$ cat config.mk
export PLATFORM = sky130hd
export DESIGN_NAME = mmu09_intctl_flat
export DESIGN_NICKNAME = d
export VERILOG_FILES = /design/src/rtl/mmu09_pkg.sv /design/src/rtl/mmu09_intctl_if.sv /design/src/rtl/mmu09_sync_edge.sv /design/src/rtl/mmu09_intctl.sv /design/src/flat_wrapper.sv
export SDC_FILE = /design/constraint.sdc
export NUM_CORES = 1
export LEC_CHECK = 0
export ABC_AREA = 1
export CAP_MARGIN = 10
export CORE_UTILIZATION = 40
export CTS_CLUSTER_DIAMETER = 30
export CTS_CLUSTER_SIZE = 8
export DETAILED_ROUTE_END_ITERATION = 7
export PLACE_DENSITY_LB_ADDON = 0.2
export SLEW_MARGIN = 25
export SYNTH_ARGS = -nofsm -noshare
export SYNTH_HDL_FRONTEND = slang
export SYNTH_SLANG_ARGS = --single-unit
$ cat constraint.sdc
create_clock -name clk -period 1.5 [get_ports clk]
set_input_delay 0.375 -clock clk [delete_from_list [all_inputs] [get_ports clk]]
set_output_delay 0.375 -clock clk [all_outputs]
set_load 0.03 [all_outputs]
$ cat src/rtl/mmu09_pkg.sv
// Shared constants for the MMU09 interrupt responder: register map and NMI state encoding.
package mmu09_pkg;

   localparam int unsigned REG_AW    = 2;
   localparam int unsigned DATA_W    = 8;
   localparam int unsigned NMI_CNT_W = 4;

   localparam logic [REG_AW-1:0] REG_STATUS = 2'd0;
   localparam logic [REG_AW-1:0] REG_MASK   = 2'd1;
   localparam logic [REG_AW-1:0] REG_ROUTE  = 2'd2;
   localparam logic [REG_AW-1:0] REG_NMICTL = 2'd3;

   typedef enum logic {
      NMI_IDLE  = 1'b0,
      NMI_PULSE = 1'b1
   } nmi_state_e;

endpackage

$ cat src/rtl/mmu09_intctl_if.sv
// 6809 register-bus view of the interrupt responder.
interface mmu09_intctl_if;
   import mmu09_pkg::*;

   logic              cs;
   logic              rw;
   logic [REG_AW-1:0] addr;
   logic [DATA_W-1:0] din;
   logic [DATA_W-1:0] dout;

   modport master (output cs, output rw, output addr, output din, input dout);
   modport slave  (input cs, input rw, input addr, input din, output dout);

endinterface

$ cat src/rtl/mmu09_sync_edge.sv
// Two-flop synchronizer with a third stage for rising-edge detection.
module mmu09_sync_edge #(
   parameter int unsigned W = 1
) (
   input  logic         clk,
   input  logic         reset,
   input  logic [W-1:0] d,
   output logic [W-1:0] q,
   output logic [W-1:0] rise_c
);

   logic [W-1:0] s1, s2, s3;

   always_ff @(posedge clk) begin
      if (reset) begin
         s1 <= '0;
         s2 <= '0;
         s3 <= '0;
      end else begin
         s1 <= d;
         s2 <= s1;
         s3 <= s2;
      end
   end

   assign q      = s2;
   assign rise_c = s2 & ~s3;

endmodule

$ cat src/rtl/mmu09_intctl.sv
// MMU09 interrupt responder: source latching, mask/route registers, IRQ/FIRQ drive
// and an NMI pulse generator timed in E cycles.
module mmu09_intctl
   import mmu09_pkg::*;
#(
   parameter int unsigned NSRC      = 8,
   parameter logic [7:0]  EDGE_MASK = 8'h00,
   parameter int unsigned NMI_WIDTH = 2
) (
   input  logic            clk,
   input  logic            reset,
   input  logic            eclk,
   mmu09_intctl_if.slave   bus,
   input  logic [NSRC-1:0] src,
   input  logic            nmi_req,
   output logic            irq_n,
   output logic            firq_n,
   output logic            nmi_n
);

   localparam logic [DATA_W-1:0] SRC_VALID = DATA_W'((9'd1 << NSRC) - 9'd1);
   localparam logic [DATA_W-1:0] EDGE_SEL  = EDGE_MASK & SRC_VALID;

   logic [NSRC-1:0]      src_q, src_rise_c;
   logic                 unused_nmi_level, nmi_rise_c;
   logic                 eclk_d, efall_c, wr_c, nmi_trig_c, nmi_active_c;
   logic [DATA_W-1:0]    pending, mask, route, clr_c;
   nmi_state_e           nmi_state, nmi_state_nx;
   logic [NMI_CNT_W-1:0] nmi_cnt, nmi_cnt_nx;
   logic                 nmi_latched, nmi_latched_nx;

   mmu09_sync_edge #(.W(NSRC)) u_sync_src (
      .clk    (clk),
      .reset  (reset),
      .d      (src),
      .q      (src_q),
      .rise_c (src_rise_c)
   );

   mmu09_sync_edge #(.W(1)) u_sync_nmi (
      .clk    (clk),
      .reset  (reset),
      .d      (nmi_req),
      .q      (unused_nmi_level),
      .rise_c (nmi_rise_c)
   );

   always_ff @(posedge clk) begin
      if (reset) eclk_d <= 1'b0;
      else       eclk_d <= eclk;
   end

   assign efall_c    = eclk_d & ~eclk;
   assign wr_c       = efall_c & bus.cs & ~bus.rw;
   assign clr_c      = (wr_c && bus.addr == REG_STATUS) ? bus.din : '0;
   assign nmi_trig_c = nmi_rise_c | (wr_c && bus.addr == REG_NMICTL);

   // Edge bits: a fresh rising edge beats a same-cycle clear.
   always_ff @(posedge clk) begin
      if (reset) begin
         pending <= '0;
         mask    <= '0;
         route   <= '0;
      end else begin
         pending <= (DATA_W'(src_q) & ~EDGE_SEL)
                  | (EDGE_SEL & ((pending & ~clr_c) | DATA_W'(src_rise_c)));
         if (wr_c && bus.addr == REG_MASK)  mask  <= bus.din & SRC_VALID;
         if (wr_c && bus.addr == REG_ROUTE) route <= bus.din & SRC_VALID;
      end
   end

   always_ff @(posedge clk) begin
      if (reset) begin
         irq_n  <= 1'b1;
         firq_n <= 1'b1;
      end else begin
         irq_n  <= ~|(pending & mask & ~route);
         firq_n <= ~|(pending & mask & route);
      end
   end

   always_ff @(posedge clk) begin
      if (reset) begin
         nmi_state   <= NMI_IDLE;
         nmi_cnt     <= '0;
         nmi_latched <= 1'b0;
      end else begin
         nmi_state   <= nmi_state_nx;
         nmi_cnt     <= nmi_cnt_nx;
         nmi_latched <= nmi_latched_nx;
      end
   end

   // A latched retrigger waits in IDLE for the next E fall, giving one full E cycle high.
   always_comb begin
      nmi_state_nx   = nmi_state;
      nmi_cnt_nx     = nmi_cnt;
      nmi_latched_nx = nmi_latched;
      case (nmi_state)
         NMI_IDLE: begin
            if (nmi_latched) begin
               if (efall_c) begin
                  nmi_state_nx   = NMI_PULSE;
                  nmi_cnt_nx     = NMI_CNT_W'(NMI_WIDTH);
                  nmi_latched_nx = 1'b0;
               end
            end else if (nmi_trig_c) begin
               nmi_state_nx = NMI_PULSE;
               nmi_cnt_nx   = NMI_CNT_W'(NMI_WIDTH);
            end
         end
         NMI_PULSE: begin
            if (nmi_trig_c) nmi_latched_nx = 1'b1;
            if (efall_c) begin
               if (nmi_cnt <= NMI_CNT_W'(1)) begin
                  nmi_state_nx = NMI_IDLE;
                  nmi_cnt_nx   = '0;
               end else begin
                  nmi_cnt_nx = nmi_cnt - NMI_CNT_W'(1);
               end
            end
         end
         default: nmi_state_nx = NMI_IDLE;
      endcase
   end

   always_comb begin
      nmi_active_c = 1'b0;
      if (nmi_state == NMI_PULSE) nmi_active_c = 1'b1;
   end

   always_ff @(posedge clk) begin
      if (reset) nmi_n <= 1'b1;
      else       nmi_n <= ~nmi_active_c;
   end

   always_comb begin
      bus.dout = '0;
      case (bus.addr)
         REG_STATUS: bus.dout = pending;
         REG_MASK:   bus.dout = mask;
         REG_ROUTE:  bus.dout = route;
         REG_NMICTL: bus.dout = {6'b0, nmi_active_c, nmi_latched};
         default:    bus.dout = '0;
      endcase
   end

endmodule
$ cat src/flat_wrapper.sv
// flat-port wrapper written by rule: the top's interface ports become plain ports
module mmu09_intctl_flat import mmu09_pkg::*;
#(
   parameter int unsigned NSRC      = 8,
   parameter logic [7:0]  EDGE_MASK = 8'h00,
   parameter int unsigned NMI_WIDTH = 2
)
  (clk, reset, eclk, src, nmi_req, irq_n, firq_n, nmi_n, bus_cs, bus_rw, bus_addr, bus_din, bus_dout);
  mmu09_intctl_if bus_i ();
  input  logic clk;
  input  logic reset;
  input  logic eclk;
  input  logic [NSRC-1:0] src;
  input  logic nmi_req;
  output logic irq_n;
  output logic firq_n;
  output logic nmi_n;
  input wire logic [$bits(bus_i.cs)-1:0] bus_cs;
  input wire logic [$bits(bus_i.rw)-1:0] bus_rw;
  input wire logic [$bits(bus_i.addr)-1:0] bus_addr;
  input wire logic [$bits(bus_i.din)-1:0] bus_din;
  output wire logic [$bits(bus_i.dout)-1:0] bus_dout;
  assign bus_i.cs = bus_cs;
  assign bus_i.rw = bus_rw;
  assign bus_i.addr = bus_addr;
  assign bus_i.din = bus_din;
  assign bus_dout = bus_i.dout;
  mmu09_intctl #(.NSRC(NSRC), .EDGE_MASK(EDGE_MASK), .NMI_WIDTH(NMI_WIDTH)) u_core (.clk(clk), .reset(reset), .eclk(eclk), .bus(bus_i), .src(src), .nmi_req(nmi_req), .irq_n(irq_n), .firq_n(firq_n), .nmi_n(nmi_n));
endmodule
==> results_dict.tcl, run 1 <==
set metrics [dict create \
    synthCells 295 \
    fin_crit_sh_pct 103 \
    drt-initial-drc-count 74 \
    cts_max_path_buffers 2 \
    multi_input_comb_area_um2 895 \
    start_util_pct 42.0 \
    numCtsBuffers 5 \
    drc 0 \
    nFillCells 500 \
    setup_slack_ns -0.0525 \
    grt_max_degree 38 \
    synth.avg_cell_area_um2 7.36 \
    crit_path_start_kind "input pin" \
    setup_viol 5 \
    cts_tree "built" \
    grt.met2_usage_pct 29.2 \
    crit_path_cell_trace "buf_8 -> buf_6 -> nor2_4 -> inv_2 -> o211ai_1 -> buf_4" \
    rsz0062_at_grt "yes" \
    drt_pass1_iterations 5 \
    peakVddDrop_mv 0.591 \
    finalWirelength_mm 4.45 \
    die_h_um 75.7 \
    fp.dieArea_um2 5730 \
    post_dp_cell_area_um2 2680 \
    critical_path.endpoint_type "output pin" \
    synth-seq-cells 53 \
    hp-class "reg2reg" \
    cp_max_fo 4 \
    yosysWarnings 0 \
    vias 1921 \
    slew_headroom_pct 80.0 \
    met3_usage_pct 4.10 \
    status "complete, but fails checks" \
    p_per_area_nw_per_um2 932 \
    crit_slowest_cell "buf_4" \
    dp_slack_ns -0.509 \
    num_io_pins 35 \
    maxCapViolCount 0 \
    core_um2 5170 \
    worst-path-buf-inv 4 \
    grt_remaining_overflow 0 \
    grt_pass1_vias 1772 \
    hold_viol_final 0 \
    violations "setup timing" \
    clk_pin_slew_ns 0.10 \
    syn_area_um2 2170 \
    grt.busiest_layer "met2" \
    antenna_cells 0 \
    drt-wirelength-per-cell_um 10.7 \
    fin_nets 371 \
    synth_nets 321 \
    viasPerCell 4.62 \
    grt_pass1_wl_mm 7.46 \
    fp.dieW_um 75.7 \
    port_buffers 34 \
    use_met1_pct 22.1 \
    insertion_delay_ns 0.31 \
    synthArstFlopShare_pct 0 \
    slew_violations 0 \
    min_period_ns 1.55 \
    dp_hpwl_mm 3.16 \
    cp.arrival_ns 1.18 \
    final_cell_mix "inv_1 (53), dfxtp_1 (49), nor2_1 (42), nand2_1 (41), nand3_1 (31)" \
    cp_top_family "buffers and inverters" \
    grtUsageTotal_pct 17.5 \
    cp_slowest_stage_delay_ns 0.19 \
    fmax_mhz 644 \
    clkSinkCount 53 \
    hold_buffers 0 \
    antenna_found_initial 0 \
    final_common_cell "inv_1" \
    synth-edff-count 0 \
    crit_type "in2out" \
    rows 26 \
    design_area_um2 2860 \
    cts_root_buffer "clkbuf_8" \
    cts_max_level 2 \
    syn2layout_area_growth_pct 31.6 \
    worst_slew_pin_slew_ns 0.301 \
    gp_congestion 0.818 \
    synthDistinctLibCells 25 \
    seq_area_um2 1070 \
    leakagePower_nw 1.24 \
    ant_nets 0 \
    fin_skew_ns 0.0111 \
    drive_gt1_share_pct 17.9 \
    total_power_w 0.00267 \
    critPathRequiredTime_ns 1.12 \
    yosysSeqAreaShare_pct 48.8 \
    synth_flop_cell "dfxtp_1" \
]
==> kinds of logic after synthesis <==
group | count (synthesis) | synth area share, %
AND/OR/NAND/NOR | 133 | 27.1
buffers and inverters | 66 | 12.2
flip-flops | 53 | 48.8
AO/OA/AOI/OAI | 41 | 10.7
adder cells (fa/ha/maj) | 2 | 1.15
==> flip-flops by register name (all words and copies together) (netlist names), 4 cells and up <==
| register | count |
|---|---|
| u_core.mask | 8 |
| u_core.pending | 8 |
| u_core.u_sync_src.q | 8 |
| u_core.nmi_cnt | 4 |
| u_core.route | 8 |
| u_core.u_sync_src.s1 | 8 |
==> cell usage after synthesis (2+ instances only) <==
master / instances / area, µm²
nor3_1: 4 / 20.0
nor2_2: 2 / 12.5
nor2_1: 43 / 161
o21ai_2: 2 / 17.5
clkbuf_1: 2 / 7.51
o21ai_1: 3 / 15.0
nand4_1: 2 / 12.5
a21oi_1: 22 / 110
buf_2: 2 / 10.0
buf_1: 3 / 11.3
inv_1: 56 / 210
o211ai_1: 4 / 30.0
buf_6: 2 / 22.5
o21ai_0: 7 / 35.0
ha_1: 2 / 25.0
o2111ai_1: 2 / 17.5
nand2_4: 2 / 22.5
dfxtp_1: 53 / 1060
nand3_1: 34 / 170
nand2_1: 43 / 161
==> path summary, 6_finish.rpt <==
kind | startpoint | endpoint | slack (ns) | cells after the start
max | bus_addr[0] | bus_dout[5] | -0.05 | 6
min | u_core.u_sync_src.q[6]$_SDFF_PP0_ | u_core.pending[6]$_SDFF_PP0_ | 0.41 | 2
max reg2reg | u_core.nmi_cnt[0]$_SDFFE_PP0P_ | u_core.nmi_cnt[2]$_SDFFE_PP0P_ | 0.17 | 9
min reg2reg | u_core.u_sync_src.q[6]$_SDFF_PP0_ | u_core.pending[6]$_SDFF_PP0_ | 0.41 | 2
==> worst register-to-register path, delay by kind of cell, from the launching register on <==
kind	cells	cell delay, ns
adder cells (fa/ha/maj)	1	0.22
AO/OA/AOI/OAI	1	0.14
buffers and inverters	2	0.14
AND/OR/NAND/NOR	5	0.43
flip-flops	1	0.35
==> routing by layer <==
| layer | up-vias | routed length (µm) |
|---|---|---|
| met5 | - | 0 |
| li1 | 1022 | - |
| met3 | 6 | 194 |
| met4 | 0 | 57 |
| met1 | 853 | 2090 |
| met2 | 40 | 2100 |
==> power breakdown <==
group / switching (W) / total, W / internal [W]
Combinational: 0.000175 / 0.000333 / 0.000157
Clock: 0.000506 / 0.000856 / 0.000350
Sequential: 0.0000231 / 0.00148 / 0.00145
==> final cells by class <==
type / count / area share [%]
clock buffers: 5 / 2.41
clock inverters: 3 / 1.01
inverters: 57 / 7.57
multi-input cells: 176 / 31.3
flip-flops and latches: 53 / 37.3
well taps: 70 / 3.06
repair buffers: 52 / 17.4
==> stage by stage <==
step	utilization (%)	std cells	setup TNS (ns)	hold WS (ns)
6_report	55.3	416	-0.169	0.406
4_1_cts	54.8	415	-0.218	0.407
2_1_floorplan	-	295	0	0.388
5_1_grt	55.3	416	-0.400	0.415
3_5_place_dp	51.7	406	-8.13	0.392
3_3_place_gp	51.7	406	-7.91	0.390
==> timing repair <==
item / 4_1_cts / 5_1_grt
resized for setup: 31 / 9
endpoints found under the setup margin: 11 / 11
pin swaps: 7 / 3
buffers inserted: 1 / 1
(Power assumes the default switching activity.)
==> run 2: changes to the inputs <==
==> constraint.sdc (replaced) <==
create_clock -name clk -period 1.8 [get_ports clk]
set_input_delay 0.45 -clock clk [delete_from_list [all_inputs] [get_ports clk]]
set_output_delay 0.45 -clock clk [all_outputs]
set_load 0.03 [all_outputs]
==> run 2 against run 1 <==
Net effect: the run now ends clean; design area down 0.83%; routed wire length down 0.25%; worst setup slack better by 0.11 ns; sequential power down 17%; clock skew down 0.0042 ns; non-clock buffer count up 1; cell count up 0.24%; via count down 2.5%; combinational power down 20%; sequential share of layout area up 0.14 points; count of clock-buffer cells in the layout unchanged; critical endpoint is now nmi_n; largest cell class unchanged; highest routed layer unchanged.
==> results_dict.tcl, run 2 (synthesized netlist as in run 1, its figures left out) <==
set metrics [dict create \
    hp-start "u_core.u_sync_src.q[0]$_SDFF_PP0_" \
    fp.dieArea_um2 5730 \
    clk_pin_slew_ns 0.10 \
    rows 26 \
    grt_max_degree 19 \
    cts_root_buffer "clkbuf_8" \
    core_um2 5170 \
    grt_pass1_wl_mm 7.40 \
    crit_type "reg2out" \
    grt_pass1_vias 1688 \
    gp_congestion 0.827 \
    numCtsBuffers 5 \
    cts_tree "built" \
    syn2layout_area_growth_pct 30.5 \
    die_h_um 75.7 \
    num_io_pins 35 \
    viasPerCell 4.49 \
    ff2ff_setup_slack_ns 0.46 \
    hold_buffers 0 \
    insertion_delay_ns 0.31 \
    worst-path-buf-inv 1 \
    drt_pass1_iterations 4 \
    fin_nets 372 \
    fin_skew_ns 0.00695 \
    hp-class "reg2reg" \
    dp_hpwl_mm 3.24 \
    cp_slowest_stage_delay_ns 0.66 \
    fmax_mhz 573 \
    grtUsageTotal_pct 17.4 \
    drt-wirelength-per-cell_um 10.6 \
    vias 1873 \
    antenna_cells 0 \
    antenna_found_initial 0 \
    p_per_area_nw_per_um2 827 \
    cts_max_path_buffers 2 \
    r2r_start "u_core.nmi_cnt[0]$_SDFFE_PP0P_" \
    fin_crit_sh_pct 96.9 \
    min_period_ns 1.74 \
    worst_slew_pin_slew_ns 0.306 \
    place_inst 408 \
    whs_path_depth 2 \
    drc 0 \
    finalWirelength_mm 4.44 \
    cp_top_family "buffers and inverters" \
    slew_headroom_pct 79.6 \
    port_buffers 34 \
    total_power_w 0.00234 \
    critPathRequiredTime_ns 1.35 \
    drive_gt1_share_pct 14.7 \
    peakVddDrop_mv 0.664 \
    fp.dieW_um 75.7 \
    ant_nets 0 \
    fin_hold_ws_ns 0.398 \
    crit_path_start_kind "register" \
    layoutNonFillerInstCount 417 \
    status "finished, final reports clean" \
    grt_remaining_overflow 0 \
    cp_max_fo 1 \
    final_common_cell "inv_1" \
    start_util_pct 42.0 \
    r2r-end "u_core.nmi_cnt[3]$_SDFFE_PP0P_" \
    cp.arrival_ns 1.29 \
    drt-initial-drc-count 78 \
    cts_max_level 2 \
    setup_viol 0 \
    reg2regPathDepth 9 \
    hold_viol_final 0 \
    nFillCells 496 \
    post-route-util_pct 54.8 \
    critical_path.endpoint_type "output pin" \
    slew_violations 0 \
    leakagePower_nw 1.22 \
    final_cell_mix "inv_1 (55), dfxtp_1 (53), nand2_1 (43), nor2_1 (42), nand3_1 (34)" \
    maxCapViolCount 0 \
    clkSinkCount 53 \
    rsz0062_at_grt "no" \
    crit_path_cell_trace "clkdlybuf4s50_1" \
    cp.depth 1 \
    whs_endpoint "u_core.pending[0]$_SDFF_PP0_" \
    crit_start "u_core.nmi_n$_SDFF_PP1_" \
    fin_setup_tns_ns 0 \
    crit_slowest_cell "clkdlybuf4s50_1" \
]
-- run 2: changes by cell type in the layout (fill, tap and decap cells not counted), sizes merged --
cell | before | now
clkdlybuf4s50 | 21 | 24
dlygate4sd2 | 3 | 0
inv | 59 | 58
buf | 28 | 29
bufinv | 0 | 1
-- run 2: how the worst max path moves through the flow --
stage | to | slack [ns]
after floorplan | bus_dout[2] | 0.06
after global placement | bus_dout[1] | -0.35
after detailed placement | bus_dout[0] | -0.36
after CTS | bus_dout[4] | 0.004
after global routing | irq_n | 0.007
final | nmi_n | 0.06
-- run 2: worst register-to-register path, stage by stage, from the launching register on --
cell	delay, ns
dfxtp_1	0.37
inv_1	0.09
ha_1	0.23
inv_1	0.06
nand2_1	0.06
a21oi_1	0.18
nand3_1	0.10
nand3_1	0.08
nand2_1	0.05
nor2_1	0.07
-- run 2: layout make-up --
cell class / instances / area, µm² / area share (%)
clock buffers: 5 / 68.8 / 2.43
clock inverters: 3 / 50.0 / 1.77
inverters: 57 / 214 / 7.55
multi-input cells: 176 / 861 / 30.4
flip-flops and latches: 53 / 1060 / 37.4
well taps: 70 / 87.6 / 3.09
repair buffers: 53 / 493 / 17.4
-- run 2: power by group --
group	switching (W)	leakage [nW]	internal (W)	total, W
registers	0.0000192	0.433	0.00121	0.00123
clock network	0.000420	0.0603	0.000427	0.000847
logic	0.000139	0.728	0.000129	0.000268
-- run 2: through the flow --
stage	area (µm²)	worst slack (ns)
floorplan	2170	0.0591
global placement	2690	-0.354
detailed placement	2690	-0.359
CTS	2820	0.00378
global route	2840	0.00662
finish	2840	0.0555
-- run 2: repair_timing --
action,CTS,global route
pin swaps,3,2
buffers inserted,0,1
endpoints found under the setup margin,8,8
gates resized for setup,12,4
endpoints found under the hold margin,0,0
-- run 2: routing by layer --
| metal | wire [µm] | GRT usage [%] | vias up |
|---|---|---|---|
| met4 | 77 | 7.20 | 0 |
| met1 | 2110 | 21.8 | 807 |
| met2 | 2080 | 28.9 | 33 |
| met5 | 0 | 0 | - |
| met3 | 168 | 4.23 | 7 |
| li1 | - | - | 1026 |
==> run 3: changes to the inputs <==
--- a/config.mk
+++ b/config.mk
@@ -7,7 +7,7 @@
 export LEC_CHECK = 0
 export ABC_AREA = 1
 export CAP_MARGIN = 10
-export CORE_UTILIZATION = 40
+export CORE_UTILIZATION = 50
 export CTS_CLUSTER_DIAMETER = 30
 export CTS_CLUSTER_SIZE = 8
 export DETAILED_ROUTE_END_ITERATION = 7
==> run 3 against run 2 <==
Net effect: via count is 4.7% higher; highest routed layer unchanged; global-route usage increased by 4.7 points; maximum frequency fell by 1.1%; count of clock-buffer cells in the layout unchanged; routed wire length grew 1.5%; register-to-register slack is essentially flat; largest power group unchanged; power shrank 0.58%; utilization grew 13 points.
==> results_dict.tcl, run 3 (synthesized netlist as in run 1, its figures left out) <==
set metrics [dict create \
    worst-path-buf-inv 1 \
    maxCapViolCount 0 \
    die_h_um 67.9 \
    start_util_pct 53.2 \
    setup.worst_path.end "firq_n" \
    syn2layout_area_growth_pct 28.4 \
    antenna_cells 0 \
    worst_slew_pin_slew_ns 0.329 \
    clkSinkCount 53 \
    leakagePower_nw 1.21 \
    drt-wirelength-per-cell_um 11.4 \
    core_um2 4090 \
    port_buffers 34 \
    gp_congestion 0.809 \
    drt_pass1_iterations 5 \
    fin_nets 370 \
    cts_root_buffer "clkbuf_8" \
    peakVddDrop_mv 0.799 \
    antenna_found_initial 0 \
    power_frac_clock_pct 35.8 \
    fmax_mhz 567 \
    num_io_pins 35 \
    grt_pass1_wl_mm 7.46 \
    insertion_delay_ns 0.31 \
    cp_top_family "buffers and inverters" \
    grt_max_degree 38 \
    layoutNonFillerInstCount 395 \
    r2r-end "u_core.nmi_cnt[2]$_SDFFE_PP0P_" \
    vias 1961 \
    status "finished, final reports clean" \
    crit_path_cell_trace "clkdlybuf4s50_1" \
    critical_path.endpoint_type "output pin" \
    cts_max_path_buffers 2 \
    crit_type "reg2out" \
    fp.dieW_um 67.9 \
    drc 0 \
    cp_slowest_stage_delay_ns 0.67 \
    slew_violations 0 \
    grt_pass1_vias 1752 \
    fin_skew_ns 0.00422 \
    final_common_cell "inv_1" \
    cp.arrival_ns 1.31 \
    r2r_start "u_core.nmi_cnt[0]$_SDFFE_PP0P_" \
    critPathRequiredTime_ns 1.35 \
    viasPerCell 4.96 \
    drt-initial-drc-count 172 \
    finalWirelength_mm 4.50 \
    ant_nets 0 \
    cts_max_level 2 \
    place_inst 384 \
    total_power_w 0.00233 \
    switching_share_pct 24.4 \
    cts_tree "built" \
    reg2regPathDepth 9 \
    numCtsBuffers 5 \
    final_cell_mix "inv_1 (56), dfxtp_1 (53), nand2_1 (43), nor2_1 (42), nand3_1 (34)" \
    p_per_area_nw_per_um2 836 \
    slew_headroom_pct 78.0 \
    fin_crit_sh_pct 98.0 \
    grtUsageTotal_pct 22.2 \
    hp-class "reg2reg" \
    hold_buffers 0 \
    rows 23 \
    combPwrFrac_pct 11.4 \
    p_seq_share_pct 52.8 \
    drive_gt1_share_pct 13.6 \
    dp_hpwl_mm 3.12 \
    clk_pin_slew_ns 0.10 \
    ff2ff_setup_slack_ns 0.46 \
    p_int_w 0.00176 \
    crit_start "u_core.firq_n$_SDFF_PP1_" \
    fp.dieArea_um2 4610 \
    setup_viol 0 \
    min_period_ns 1.76 \
    crit_path_start_kind "register" \
    cp.depth 1 \
    hold_viol_final 0 \
    crit_slowest_cell "clkdlybuf4s50_1" \
    grt_remaining_overflow 0 \
    cp_max_fo 1 \
    netSwitchingPower_w 0.000570 \
]
## run 3: routing by layer
layer / part of all wire (%) / track usage [%] / wire length [µm]
met2: 45 / 36.6 / 2040
met1: 45 / 26.7 / 2050
met4: 2.0 / 10.9 / 91
met5: 0 / 0 / 0
met3: 7.2 / 5.67 / 325
## run 3: worst register-to-register path: stages (launching register included)
cell and delay, ns:
dfxtp_1 0.37, inv_1 0.09, ha_1 0.23, inv_1 0.06, nand2_1 0.06, nand2_1 0.11, nand2_1 0.06, nor2_1 0.08
nand3_1 0.08, a21oi_1 0.15
## run 3: worst min-delay path by stage
stage / start / endpoint / slack (ns) / depth (start not counted)
after CTS: u_core.u_sync_src.s1[6]$_SDFF_PP0_ / u_core.u_sync_src.q[6]$_SDFF_PP0_ / 0.41 / 2
after floorplan: u_core.u_sync_src.q[0]$_SDFF_PP0_ / u_core.pending[0]$_SDFF_PP0_ / 0.39 / 2
after detailed placement: u_core.u_sync_src.s1[6]$_SDFF_PP0_ / u_core.u_sync_src.q[6]$_SDFF_PP0_ / 0.39 / 2
after global placement: u_core.u_sync_src.s1[6]$_SDFF_PP0_ / u_core.u_sync_src.q[6]$_SDFF_PP0_ / 0.39 / 2
final: u_core.u_sync_src.q[7]$_SDFF_PP0_ / u_core.pending[7]$_SDFF_PP0_ / 0.40 / 2
after global routing: u_core.u_sync_src.q[4]$_SDFF_PP0_ / u_core.pending[4]$_SDFF_PP0_ / 0.43 / 2
## run 3: power by group through the flow
stage / logic [W] / clock network, W / registers [W]
6_report: 0.000267 / 0.000834 / 0.00123
3_5_place_dp: 0.000258 / 0 / 0.00126
3_3_place_gp: 0.000253 / 0 / 0.00126
2_1_floorplan: 0.000142 / 0 / 0.00125
5_1_grt: 0.000302 / 0.000890 / 0.00123
4_1_cts: 0.000261 / 0.000852 / 0.00123
## run 3: area by class of cell
class	count	area [µm²]
fill	357	1300
sequential	53	1060
multi-input combinational	176	860
timing repair buffer	51	473
inverter	57	214
clock buffer	5	68.8
tap	50	62.6
clock inverter	3	50.0
## run 3: what timing repair did
item | 4_1_cts | 5_1_grt
setup buffers | 0 | 3
setup endpoints to repair | 8 | 9
pin swaps | 2 | 2
resized for setup | 8 | 7
## run 3: stage by stage
step                utilization (%)  setup slack [ns]  TNS (ns)  area [µm²]  hold WS [ns]
floorplan                         -            0.0591         0        2170         0.388
global placement               64.5            -0.312     -3.22        2630         0.388
global route                   68.2         -0.000910  -0.00171        2790         0.425
CTS                            67.7          -0.00672  -0.00672        2770         0.407
finish                         68.2            0.0365         0        2790         0.403
detailed placement             64.5            -0.331     -3.49        2630         0.393
